==> src/rtl/p405s_itlb_miss_ctl_if.sv <==
// rtl/p405s_itlb_miss_ctl_if.sv - fetch, comparator and UTLB signals of the ITLB miss controller
interface p405s_itlb_miss_ctl_if #(
  parameter int EAW = 22
);
  // Fetch side and comparator results into the controller
  logic           isReq;
  logic [0:EAW-1] isEA;
  logic           msrIrL2;
  logic           isAbort_NEG;
  logic [0:3]     Hit;
  logic           shadowInval;
  logic           utlbAck;
  logic           utlbFault;
  // Controller results, comparator controls and UTLB request
  logic [0:3]     Valid;
  logic           CompE2;
  logic           writeShadow;
  logic [0:1]     writeIndex;
  logic           utlbReq;
  logic [0:EAW-1] utlbEA;
  logic           isHitVal;
  logic [0:1]     hitIndex;
  logic           isMissExc;
  logic           isMultiHitErr;
  logic           isBusy;

  modport master (
    output isReq, isEA, msrIrL2, isAbort_NEG, Hit, shadowInval, utlbAck, utlbFault,
    input  Valid, CompE2, writeShadow, writeIndex, utlbReq, utlbEA,
           isHitVal, hitIndex, isMissExc, isMultiHitErr, isBusy
  );

  modport slave (
    input  isReq, isEA, msrIrL2, isAbort_NEG, Hit, shadowInval, utlbAck, utlbFault,
    output Valid, CompE2, writeShadow, writeIndex, utlbReq, utlbEA,
           isHitVal, hitIndex, isMissExc, isMultiHitErr, isBusy
  );
endinterface

==> src/rtl/p405s_itlb_miss_ctl.sv <==
// rtl/p405s_itlb_miss_ctl.sv - ITLB shadow hit encode, valid ownership and UTLB refill control (option macro: P405S_ITLB_MULTIHIT_CHK_EN)
module p405s_itlb_miss_ctl #(
  parameter int NENT = 4,
  parameter int EAW  = 22
) (
  input logic                   CB,
  input logic                   sysReset_NEG,
  p405s_itlb_miss_ctl_if.slave  bus
);

  typedef enum logic [2:0] {
    S_IDLE,
    S_LOOKUP,
    S_REQ,
    S_FILL,
    S_RECMP,
    S_DRAIN
  } state_e;

  state_e         state_q, state_d;
  logic [0:NENT-1] valid_q, valid_d;
  logic [1:0]     rr_q, rr_d;
  logic [0:EAW-1] ea_q, ea_d;

  logic           any_hit;
  logic           multi_hit;
  logic [1:0]     hit_lo;
  logic [1:0]     victim;
  logic           has_free;

  logic           comp_e2;
  logic           write_shadow;
  logic [1:0]     write_index;
  logic           utlb_req;
  logic           hit_val;
  logic [1:0]     hit_index;
  logic           miss_exc;
  logic           multi_err;

  assign any_hit = |bus.Hit;

  // More than one bit set means x & (x-1) is nonzero; with the check disabled the
  // lowest hit is simply taken as a normal hit.
`ifdef P405S_ITLB_MULTIHIT_CHK_EN
  assign multi_hit = (bus.Hit & (bus.Hit - 4'd1)) != 4'd0;
`else
  assign multi_hit = 1'b0;
`endif

  // Binary encode of the lowest-index hit
  always_comb begin
    hit_lo = 2'd0;
    for (int i = NENT - 1; i >= 0; i--) begin
      if (bus.Hit[i]) hit_lo = 2'(i);
    end
  end

  // Victim: lowest invalid entry, else the round-robin pointer
  always_comb begin
    victim = rr_q;
    for (int i = NENT - 1; i >= 0; i--) begin
      if (!valid_q[i]) victim = 2'(i);
    end
  end

  assign has_free = ~&valid_q;

  // Next-state, valid/pointer/EA update and per-state outputs
  always_comb begin
    state_d      = state_q;
    valid_d      = valid_q;
    rr_d         = rr_q;
    ea_d         = ea_q;
    comp_e2      = 1'b0;
    write_shadow = 1'b0;
    write_index  = 2'd0;
    utlb_req     = 1'b0;
    hit_val      = 1'b0;
    hit_index    = 2'd0;
    miss_exc     = 1'b0;
    multi_err    = 1'b0;

    case (state_q)
      S_IDLE: begin
        if (bus.isReq && bus.msrIrL2) begin
          ea_d    = bus.isEA;
          comp_e2 = 1'b1;
          state_d = S_LOOKUP;
        end
      end
      S_LOOKUP: begin
        if (!bus.isAbort_NEG) begin
          state_d = S_IDLE;
        end else if (multi_hit) begin
          multi_err = 1'b1;
          valid_d   = '0;
          state_d   = S_REQ;
        end else if (any_hit) begin
          hit_val   = 1'b1;
          hit_index = hit_lo;
          state_d   = S_IDLE;
        end else begin
          state_d = S_REQ;
        end
      end
      S_REQ: begin
        utlb_req = 1'b1;
        if (bus.utlbAck) begin
          // An abort arriving with the ack just drops the response.
          if (!bus.isAbort_NEG) begin
            state_d = S_IDLE;
          end else if (bus.utlbFault) begin
            miss_exc = 1'b1;
            state_d  = S_IDLE;
          end else begin
            state_d = S_FILL;
          end
        end else if (!bus.isAbort_NEG) begin
          state_d = S_DRAIN;
        end
      end
      S_FILL: begin
        // The write always completes, even when aborted.
        write_shadow    = 1'b1;
        write_index     = victim;
        valid_d[victim] = 1'b1;
        if (!has_free) rr_d = rr_q + 2'd1;
        state_d = bus.isAbort_NEG ? S_RECMP : S_IDLE;
      end
      S_RECMP: begin
        comp_e2 = 1'b1;
        state_d = bus.isAbort_NEG ? S_LOOKUP : S_IDLE;
      end
      S_DRAIN: begin
        utlb_req = 1'b1;
        if (bus.utlbAck) state_d = S_IDLE;
      end
      default: state_d = S_IDLE;
    endcase

    // Invalidate overrides any same-cycle fill.
    if (bus.shadowInval) valid_d = '0;
  end

  // State and shadow bookkeeping registers
  always_ff @(posedge CB or negedge sysReset_NEG) begin
    if (!sysReset_NEG) begin
      state_q <= S_IDLE;
      valid_q <= '0;
      rr_q    <= 2'd0;
      ea_q    <= '0;
    end else begin
      state_q <= state_d;
      valid_q <= valid_d;
      rr_q    <= rr_d;
      ea_q    <= ea_d;
    end
  end

  assign bus.Valid         = valid_q;
  assign bus.CompE2        = comp_e2;
  assign bus.writeShadow   = write_shadow;
  assign bus.writeIndex    = write_index;
  assign bus.utlbReq       = utlb_req;
  assign bus.utlbEA        = utlb_req ? ea_q : '0;
  assign bus.isHitVal      = hit_val;
  assign bus.hitIndex      = hit_index;
  assign bus.isMissExc     = miss_exc;
  assign bus.isMultiHitErr = multi_err;
  assign bus.isBusy        = (state_q != S_IDLE);

endmodule
==> src/flat_wrapper.sv <==
// flat-port wrapper written by rule: the top's interface ports become plain ports
module p405s_itlb_miss_ctl_flat 
#(
  parameter int NENT = 4,
  parameter int EAW  = 22
)
  (CB, sysReset_NEG, bus_isReq, bus_isEA, bus_msrIrL2, bus_isAbort_NEG, bus_Hit, bus_shadowInval, bus_utlbAck, bus_utlbFault, bus_Valid, bus_CompE2, bus_writeShadow, bus_writeIndex, bus_utlbReq, bus_utlbEA, bus_isHitVal, bus_hitIndex, bus_isMissExc, bus_isMultiHitErr, bus_isBusy);
  p405s_itlb_miss_ctl_if #(.EAW(EAW)) bus_i ();
  input logic CB;
  input logic sysReset_NEG;
  input wire logic [$bits(bus_i.isReq)-1:0] bus_isReq;
  input wire logic [$bits(bus_i.isEA)-1:0] bus_isEA;
  input wire logic [$bits(bus_i.msrIrL2)-1:0] bus_msrIrL2;
  input wire logic [$bits(bus_i.isAbort_NEG)-1:0] bus_isAbort_NEG;
  input wire logic [$bits(bus_i.Hit)-1:0] bus_Hit;
  input wire logic [$bits(bus_i.shadowInval)-1:0] bus_shadowInval;
  input wire logic [$bits(bus_i.utlbAck)-1:0] bus_utlbAck;
  input wire logic [$bits(bus_i.utlbFault)-1:0] bus_utlbFault;
  output wire logic [$bits(bus_i.Valid)-1:0] bus_Valid;
  output wire logic [$bits(bus_i.CompE2)-1:0] bus_CompE2;
  output wire logic [$bits(bus_i.writeShadow)-1:0] bus_writeShadow;
  output wire logic [$bits(bus_i.writeIndex)-1:0] bus_writeIndex;
  output wire logic [$bits(bus_i.utlbReq)-1:0] bus_utlbReq;
  output wire logic [$bits(bus_i.utlbEA)-1:0] bus_utlbEA;
  output wire logic [$bits(bus_i.isHitVal)-1:0] bus_isHitVal;
  output wire logic [$bits(bus_i.hitIndex)-1:0] bus_hitIndex;
  output wire logic [$bits(bus_i.isMissExc)-1:0] bus_isMissExc;
  output wire logic [$bits(bus_i.isMultiHitErr)-1:0] bus_isMultiHitErr;
  output wire logic [$bits(bus_i.isBusy)-1:0] bus_isBusy;
  assign bus_i.isReq = bus_isReq;
  assign bus_i.isEA = bus_isEA;
  assign bus_i.msrIrL2 = bus_msrIrL2;
  assign bus_i.isAbort_NEG = bus_isAbort_NEG;
  assign bus_i.Hit = bus_Hit;
  assign bus_i.shadowInval = bus_shadowInval;
  assign bus_i.utlbAck = bus_utlbAck;
  assign bus_i.utlbFault = bus_utlbFault;
  assign bus_Valid = bus_i.Valid;
  assign bus_CompE2 = bus_i.CompE2;
  assign bus_writeShadow = bus_i.writeShadow;
  assign bus_writeIndex = bus_i.writeIndex;
  assign bus_utlbReq = bus_i.utlbReq;
  assign bus_utlbEA = bus_i.utlbEA;
  assign bus_isHitVal = bus_i.isHitVal;
  assign bus_hitIndex = bus_i.hitIndex;
  assign bus_isMissExc = bus_i.isMissExc;
  assign bus_isMultiHitErr = bus_i.isMultiHitErr;
  assign bus_isBusy = bus_i.isBusy;
  p405s_itlb_miss_ctl #(.NENT(NENT), .EAW(EAW)) u_core (.CB(CB), .sysReset_NEG(sysReset_NEG), .bus(bus_i));
endmodule
==> config.mk <==
export PLATFORM = sky130hd
export DESIGN_NAME = p405s_itlb_miss_ctl_flat
export DESIGN_NICKNAME = d
export VERILOG_FILES = /design/src/rtl/p405s_itlb_miss_ctl_if.sv /design/src/rtl/p405s_itlb_miss_ctl.sv /design/src/flat_wrapper.sv
export SDC_FILE = /design/constraint.sdc
export NUM_CORES = 1
export LEC_CHECK = 0
export CORE_ASPECT_RATIO = 2
export CORE_UTILIZATION = 41
export DETAILED_ROUTE_END_ITERATION = 16
export PLACE_DENSITY = 0.79
export SLEW_MARGIN = 15
export SYNTH_ARGS = -nofsm -noshare
export SYNTH_HDL_FRONTEND = slang
export SYNTH_SLANG_ARGS = --single-unit
==> constraint.sdc <==
create_clock -name CB -period 2.3 [get_ports CB]
set_input_delay 0.69 -clock CB [delete_from_list [all_inputs] [get_ports CB]]
set_output_delay 0.69 -clock CB [all_outputs]
set_load 0.005 [all_outputs]
==> flow_metrics.tcl, run 1 <==
set metrics [dict create \
    cp.arrival_ps 1580 \
    fmax_mhz 440 \
    critPathCaptureType "output pin" \
    clock_sinks 31 \
    hold_violations 0 \
    synthDistinctLibCells 33 \
    routedWlPerCell_microns 14.8 \
    ys_ff_latch 31 \
    first_pass_iters 4 \
    hpwlAfterDp_microns 2970 \
    yosysWarnings 0 \
    ant_nets 0 \
    outcome "finished clean" \
    layout_commonest_cell "clkdlybuf4s50_1" \
    fin_crit_sh 0.987 \
    die_w_microns 45.8 \
    grt_max_degree 32 \
    drv_cap 0 \
    slew_violations 0 \
    synth_top_area_frac 0.492 \
    synth_flop_cell "dfrtp_1" \
    core_region_area_sq_mm 0.00365 \
    diodes 0 \
    setup_slack_ps 29.5 \
    drt_iter0_markers 29 \
    finalSetupViolCount 0 \
    cp_num_buf_inv 4 \
    path_clk_slew_ps 60 \
    start_util 0.432 \
    leakagePower_nw 1.26 \
    layout_common_cells "31 x clkdlybuf4s50_1, 29 x dfrtp_1, 23 x and2_1" \
    final_nets 273 \
    async_flop_share 1.00 \
    crit_path_start_kind "register" \
    fp.dieH_microns 89.7 \
    worstPathRequired_ps 1610 \
    io_pins 71 \
    grt_pass1_vias 1454 \
    critical-path-top-delay-family "buffers and inverters" \
    crit_path_cell_trace "buf_12, buf_6, and4b_2, buf_6, a21boi_2, buf_2" \
    cts_max_path_buffers 2 \
    rsz0062_at_grt "true" \
    grt_first_pass_wirelength_microns 6610 \
    numPortBuffers 69 \
    slowest_delay_ps 440 \
    crit_fanout 3 \
    antenna_found_initial 0 \
    dpl_worst_slack_ps -495 \
    num_vias 1416 \
    power.density_mw_per_mm2 496 \
    hold_buffers 0 \
    synth-edff-count 0 \
    critPathKind "reg -> out" \
    dp.cells 265 \
    clock_latency_ps 270 \
    crit_top_cell "buf_6" \
    cp_slowest_cell "dfrtp_2" \
    synthTopCellsByArea "dfrtp_1 49%, mux2_1 14%, and2_1 9.5%" \
    numCtsBuffers 5 \
    area_delta_synth_final_pct 69.7 \
    finalNonFillerCells 289 \
    drc 0 \
    synth.cell_area_sq_mm 0.00158 \
    finalCriticalPeriod_ps 2270 \
    rows 31 \
    h-tree-depth 2 \
    vdd_drop_max_uv 432 \
    gp_congestion 0.765 \
    grt-ovfl-total 0 \
    grtUsageTotal 0.225 \
    yosysSeqAreaShare 0.492 \
    final_layout_size_suffix_gt1_frac 0.342 \
    cts_root_buf "clkbuf_8" \
    yosys.area.top_type "dfrtp_1" \
    syn_area_per_cell_sq_um 11.1 \
    finalClockSkew_ps 3.88 \
    synthCells 142 \
    die-area_sq_mm 0.00411 \
    cts_tree "yes" \
    synth_nets 176 \
    wirelength_microns 4260 \
    hp-class "reg -> reg" \
    routed_via_density 4.90 \
]
## sequential cells by signal, indices dropped and copies added (netlist names)
name and count:
u_core.ea_q 22, u_core.rr_q 2, u_core.bus.Valid 4, u_core.state_q 3
## per-layer routing
layer  global-route usage  vias up  routed length, microns
li1                     -      676                       -
met1                0.214      677                    1400
met2                0.427       55                    2520
met3               0.0560        8                     232
met4                0.102        0                     108
met5                    0        -                       0
## cell families after synthesis
kind of cell / Yosys count / synth area share
buf+inv: 11 / 0.0413
flops: 31 / 0.492
xor+xnor: 2 / 0.0111
other cells: 1 / 0.00238
compound gates: 18 / 0.0723
mux: 22 / 0.157
simple gates: 57 / 0.223
## synth_stat cells (all sizes together) (2+ instances only)
library cell and count:
nand2 4, nand4bb 2, o211a 2, mux2 22, nand2b 2, a21oi 7, o21bai 2, nor3 3
nand3b 2, clkbuf 2, inv 2, o21ai 4, and2 24, buf 7, dfrtp 31, xnor2 2
nor2 11, nand3 3
## cell type report
type / count / area (sq um)
inverter: 2 / 7.51
timing repair buffer: 99 / 917
sequential: 31 / 778
fill: 269 / 973
multi-input combinational: 100 / 808
clock buffer: 8 / 100
tap: 49 / 61.3
## power by group
group	internal [mW]	switching, mW	leakage [nW]
clock	0.273	0.179	0.0515
combinational	0.136	0.0838	0.828
sequential	0.621	0.0336	0.380
## path summary, 6_finish.rpt
| path | from | slack [ps] | cells past startpoint | to |
|---|---|---|---|---|
| setup / recovery | u_core.state_q[1]$_DFFE_PN0P_ | 30 | 6 | bus_writeIndex[0] |
| hold / removal | u_core.ea_q[19]$_DFFE_PN0P_ | 480 | 1 | u_core.ea_q[19]$_DFFE_PN0P_ |
| setup reg to reg | u_core.state_q[1]$_DFFE_PN0P_ | 280 | 7 | u_core.ea_q[0]$_DFFE_PN0P_ |
| hold reg to reg | u_core.ea_q[19]$_DFFE_PN0P_ | 480 | 1 | u_core.ea_q[19]$_DFFE_PN0P_ |
| max in group asynchronous | sysReset_NEG | 1190 | 2 | u_core.state_q[1]$_DFFE_PN0P_ |
| min in group asynchronous | sysReset_NEG | 810 | 2 | u_core.ea_q[10]$_DFFE_PN0P_ |
## timing repair
action | CTS | global route
hold endpoints to repair | 0 | 0
buffers inserted | 14 | 2
setup endpoints to repair | 32 | 27
pin swaps | 4 | 1
gates resized for setup | 104 | 24
gates cloned | 2 | 0
## through the flow
| step | power [mW] | hold slack (ps) | area, sq um | utilization | setup TNS [ps] |
|---|---|---|---|---|---|
| floorplan | 0.745 | 394 | 1580 | - | 0 |
| global placement | 0.857 | 459 | 2420 | 0.665 | -1860 |
| detailed placement | 0.875 | 468 | 2420 | 0.665 | -2000 |
| CTS | 1.34 | 482 | 2700 | 0.742 | 0 |
| global route | 1.39 | 507 | 2670 | 0.733 | -24.0 |
| finish | 1.33 | 481 | 2670 | 0.733 | 0 |
No activity file was read; power rests on OpenSTA's default activity.
==> run 2, diff against run 1 <==
Settings changed: ABC_CLOCK_PERIOD_IN_PS set to 2300.
==> results of run 2 <==
The final DEF is identical to that of run 1; final timing and power are the same.
